## src/rtl/rec_pkg.sv

```systemverilog
// Shared types and defaults for the fault-recovery sequencer.
// The FSM state encoding is shared so that integration code can decode it.
package rec_pkg;

    localparam int XLEN_DEF = 32;
    localparam logic [31:0] RESET_PC_DEF = 32'h0000_0000;

    typedef enum logic [2:0] {
        IDLE    = 3'd0,
        FLUSH   = 3'd1,
        RECOVER = 3'd2,
        RETRY   = 3'd3,
        FATAL   = 3'd4
    } state_t;

endpackage

```

## src/rtl/rec_checkpoint_reg.sv

```systemverilog
// Architectural checkpoint register.
// Holds the last known-good next-PC and captures a new value only when load is high.
module rec_checkpoint_reg #(
    parameter int               XLEN      = 32,
    parameter logic [XLEN-1:0]  RESET_VAL = '0
) (
    input  logic            clk,
    input  logic            rst_n,
    input  logic            load,
    input  logic [XLEN-1:0] d,
    output logic [XLEN-1:0] q
);

    always_ff @(posedge clk or negedge rst_n) begin
        if (!rst_n) begin
            q <= RESET_VAL;
        end else if (load) begin
            q <= d;
        end
    end

endmodule

```

## src/rtl/recovery_controller.sv

```systemverilog
// Fault-recovery sequencer: checkpoints commits, flushes on a fault, pulses
// recovery, monitors the retry and escalates to a sticky fatal state.
module recovery_controller
    import rec_pkg::*;
#(
    parameter int               XLEN         = XLEN_DEF,
    parameter int               FLUSH_CYCLES = 3,
    parameter int               MAX_RETRY    = 3,
    parameter logic [XLEN-1:0]  RESET_PC     = XLEN'(RESET_PC_DEF)
) (
    input  logic            clk,
    input  logic            rst_n,
    input  logic            fault_detected,
    input  logic            commit_valid,
    input  logic [XLEN-1:0] commit_next_pc,
    output logic            recovery_en,
    output logic [XLEN-1:0] pc_saved,
    output logic            flush,
    output logic            stall,
    output logic [2:0]      retry_count,
    output logic            fatal_error
);

    localparam int              CNT_W       = (FLUSH_CYCLES > 1) ? $clog2(FLUSH_CYCLES) : 1;
    localparam logic [CNT_W-1:0] FLUSH_LOAD = CNT_W'(FLUSH_CYCLES - 1);
    localparam logic [2:0]      RETRY_LIMIT = 3'(MAX_RETRY);

    state_t           state_q, state_d;
    logic [CNT_W-1:0] flush_cnt_q, flush_cnt_d;
    logic [2:0]       retry_q, retry_d;
    logic             ckpt_load;

    rec_checkpoint_reg #(
        .XLEN      (XLEN),
        .RESET_VAL (RESET_PC)
    ) u_checkpoint (
        .clk   (clk),
        .rst_n (rst_n),
        .load  (ckpt_load),
        .d     (commit_next_pc),
        .q     (pc_saved)
    );

    always_ff @(posedge clk or negedge rst_n) begin
        if (!rst_n) begin
            state_q     <= IDLE;
            flush_cnt_q <= '0;
            retry_q     <= '0;
        end else begin
            state_q     <= state_d;
            flush_cnt_q <= flush_cnt_d;
            retry_q     <= retry_d;
        end
    end

    // Fault always takes priority over a same-cycle commit so a possibly
    // corrupted next-PC never reaches the checkpoint.
    always_comb begin
        state_d     = state_q;
        flush_cnt_d = flush_cnt_q;
        retry_d     = retry_q;
        ckpt_load   = 1'b0;
        case (state_q)
            IDLE: begin
                if (fault_detected) begin
                    state_d     = FLUSH;
                    flush_cnt_d = FLUSH_LOAD;
                end else if (commit_valid) begin
                    ckpt_load = 1'b1;
                end
            end
            FLUSH: begin
                if (flush_cnt_q == '0) begin
                    state_d = RECOVER;
                end else begin
                    flush_cnt_d = flush_cnt_q - CNT_W'(1);
                end
            end
            RECOVER: begin
                state_d = RETRY;
                if (retry_q != 3'd7) begin
                    retry_d = retry_q + 3'd1;
                end
            end
            RETRY: begin
                if (fault_detected) begin
                    if (retry_q >= RETRY_LIMIT) begin
                        state_d = FATAL;
                    end else begin
                        state_d     = FLUSH;
                        flush_cnt_d = FLUSH_LOAD;
                    end
                end else if (commit_valid) begin
                    state_d   = IDLE;
                    retry_d   = '0;
                    ckpt_load = 1'b1;
                end
            end
            FATAL: begin
                state_d = FATAL;
            end
            default: begin
                state_d = IDLE;
            end
        endcase
    end

    // Moore output decode keeps every output free of input-to-output paths.
    always_comb begin
        recovery_en = 1'b0;
        flush       = 1'b0;
        stall       = 1'b0;
        fatal_error = 1'b0;
        case (state_q)
            FLUSH: begin
                flush = 1'b1;
                stall = 1'b1;
            end
            RECOVER: begin
                recovery_en = 1'b1;
                stall       = 1'b1;
            end
            FATAL: begin
                fatal_error = 1'b1;
                flush       = 1'b1;
                stall       = 1'b1;
            end
            default: ;
        endcase
    end

    assign retry_count = retry_q;

endmodule

```

## config.mk

```make
export PLATFORM = sky130hd
export DESIGN_NAME = recovery_controller
export DESIGN_NICKNAME = d
export VERILOG_FILES = /design/src/rtl/rec_pkg.sv /design/src/rtl/rec_checkpoint_reg.sv /design/src/rtl/recovery_controller.sv
export SDC_FILE = /design/constraint.sdc
export NUM_CORES = 1
export LEC_CHECK = 0
export ABC_AREA = 0
export BUFFER_PORTS_ARGS = -buffer_cell sky130_fd_sc_hd__buf_4
export CORE_ASPECT_RATIO = 1.2
export CORE_UTILIZATION = 43
export DETAILED_ROUTE_END_ITERATION = 12
export PLACE_DENSITY_LB_ADDON = 0.15
export SLEW_MARGIN = 10
export SYNTH_ARGS = -nofsm -noshare
export SYNTH_HDL_FRONTEND = slang
export SYNTH_SLANG_ARGS = --single-unit
export TNS_END_PERCENT = 20
```

## constraint.sdc

```tcl
create_clock -name clk -period 2.7 [get_ports clk]
set_input_delay 0.135 -clock clk [delete_from_list [all_inputs] [get_ports clk]]
set_output_delay 0.135 -clock clk [all_outputs]
set_load 0.05 [all_outputs]
```

==> results.cfg <==
[finish]
multiInputGateArea_um2 = 758.2
regArea_um2 = 1001
area_growth_pct = 38.42
diodes = 0
final_util_pct = 63.50
nFillCells = 328
final_design_area_no_fill_um2 = 2542
drive_above_1_share_pct = 58.21
final_nets = 240

[logic_synthesis]
synth_enable_flop_cells = 0
syn_inst = 124
synth_nets = 164
yosys_warnings = 0
synth_area_um2 = 1837
async_flop_share_pct = 100.0
synth_seq_cells = 40
ys_types = 28
ys.flop_type = dfrtp_1
synth_area_leaders = dfrtp_1 (54%), mux2_4 (25%), ha_1 (2.7%)
yosysTopAreaCell = dfrtp_1
avgSynthCellArea_um2 = 14.81
ys_top_cells_by_count = dfrtp_1 (40), mux2_4 (30), inv_1 (6), nor2_1 (6)
yosysMostFrequentCell = dfrtp_1
synth_top_area_share_pct = 54.50
ys_seq_area_share_pct = 54.50

[sta]
hold_violations = 0
skew_ns = 0.005710
setup_viol = 0
setup-tns-final_ns = 0
post-route-period-util_pct = 79.15
drv_slew = 0
rsz0062_at_grt = false
max_slew_margin_pct = 67.23
layout_min_cycle_time_ns = 2.137
holdWs_ns = 0.07855
fmax_mhz = 468.0
worstMarginPinSlew_ns = 0.4916

[critical_path]
cp_max_fo = 20
critPathSlowestCell = or3_2
cpLargestDelayFamily = simple AND/OR/NAND/NOR gates
critPathCaptureType = flip-flop
critPathArrivalTime_ns = 2.31
start_kind = flip-flop
cp_cell_sequence = xor2_1, or3_2, buf_12, mux2_4
crit_buf_inv = 1
critPathKind = reg2reg
cp_data_required_time_ns = 2.87
slowest_delay_ns = 0.70

[global_routing]
grt-ovfl-total = 0
antenna_found_initial = 0
grt_pass1_vias = 1290
grt_util_all_layers_pct = 17.82
grt_pass1_wl_um = 5823
grt_max_degree = 41

[cts]
cts-root-buf = clkbuf_8
clk_path_buf_depth = 2
cts_sinks = 40
path_clk_slew_ns = 0.08
cts_buffers = 5
clk_latency_ns = 0.28
htree_levels = 2
cts_tree = done
cts_resized = 0

[detailed_routing]
remaining_drc_errors = 0
antenna_left = 0
viasPerCell = 4.894
drt-wirelength-per-cell_um = 15.07
wl_um = 3842
vias = 1248
drt_iter0_drc = 23
firstDrtPassIters = 3

[die]
rows = 25
die_w_um = 61.66
start_util_pct = 45.88
die_h_um = 73.60
fp.dieArea_um2 = 4538
ios = 75
core_area_um2 = 4004

[worst_hold_path]
hold_class = in2reg

[placement]
dpl.hpwl_um = 2837
port_buffers = 74
placed_cell_area_um2 = 2425
gp_congestion = 0.7939

[run]
cap_violations = 0

[outcome]
outcome = finished clean
[flip-flops by register name (all words and copies together) (netlist names)]
name,count
retry_count,3
state_q,3
flush_cnt_q,2
u_checkpoint.q,32
[cell usage in the layout, fill, tap and decap left out, types with 2 or more instances in the layout]
| cell | instances |
|---|---|
| mux2_2 | 3 |
| ha_1 | 4 |
| nor2_1 | 6 |
| o22ai_1 | 4 |
| a21oi_1 | 2 |
| inv_1 | 6 |
| mux2_4 | 30 |
| nand2b_1 | 2 |
| a211oi_1 | 2 |
| clkbuf_8 | 5 |
| buf_4 | 74 |
| a211o_1 | 2 |
| dfrtp_1 | 40 |
[per-layer routing]
| layer | track usage, % | vias to the layer above | wire (um) | share of wire [%] |
|---|---|---|---|---|
| met4 | 6.667 | 0 | 61 | 1.6 |
| li1 | - | 590 | - | - |
| met5 | 0 | - | 0 | 0 |
| met1 | 20.59 | 606 | 1504 | 39 |
| met2 | 29.63 | 45 | 1986 | 52 |
| met3 | 6.514 | 7 | 289 | 7.5 |
[worst reg2reg max path, delay by kind of cell (launching register included)]
family / cells / cell delay [ns]
xor gates and xnor gates: 1 / 0.20
buffers and inverters: 1 / 0.27
DFF: 1 / 0.54
muxes: 1 / 0.31
and+or+nand+nor: 1 / 0.70
[layout make-up]
cell class	count	area share (%)
Tap cell	54	2.657
Inverter	6	0.8858
Sequential cell	40	39.37
Clock buffer	6	2.854
Multi-Input combinational cell	71	29.82
Clock inverter	2	1.378
Timing Repair Buffer	76	23.03
[per-stage QoR]
stage	setup slack, ns	cells
after global routing	0.5050	255
final	0.5631	255
after detailed placement	0.5772	246
after CTS	0.5716	255
after global placement	0.6308	246
after floorplan	0.5556	124
[logic make-up after synthesis]
family                   after synthesis  share of synthesized area, %
AO/OA/AOI/OAI                         15                         5.858
buffers and inverters                 13                         4.291
adder cells (fa/ha/maj)                4                         2.725
XOR/XNOR                               2                        0.9539
flip-flops                            40                         54.50
AND/OR/NAND/NOR                       16                         4.768
multiplexers                          34                         26.91
[worst paths after layout]
check,start,end,slack (ns),depth (start not counted)
max,state_q[0],u_checkpoint.q[31],0.56,4
min,commit_next_pc[16],u_checkpoint.q[16],0.08,2
max reg2reg,state_q[0],u_checkpoint.q[31],0.56,4
min reg2reg,flush_cnt_q[1],flush_cnt_q[1],0.51,1
max in group asynchronous,rst_n,u_checkpoint.q[15],2.00,2
min in group asynchronous,rst_n,u_checkpoint.q[20],0.35,2
[what timing repair did]
action | 4_1_cts | 5_1_grt
hold endpoints to repair | 40 | 0
setup buffers | 0 | 0
hold buffers | 1 | 0
Power is not shown: default switching activity piles up to over one toggle a cycle in this logic, so the estimate is an artifact.
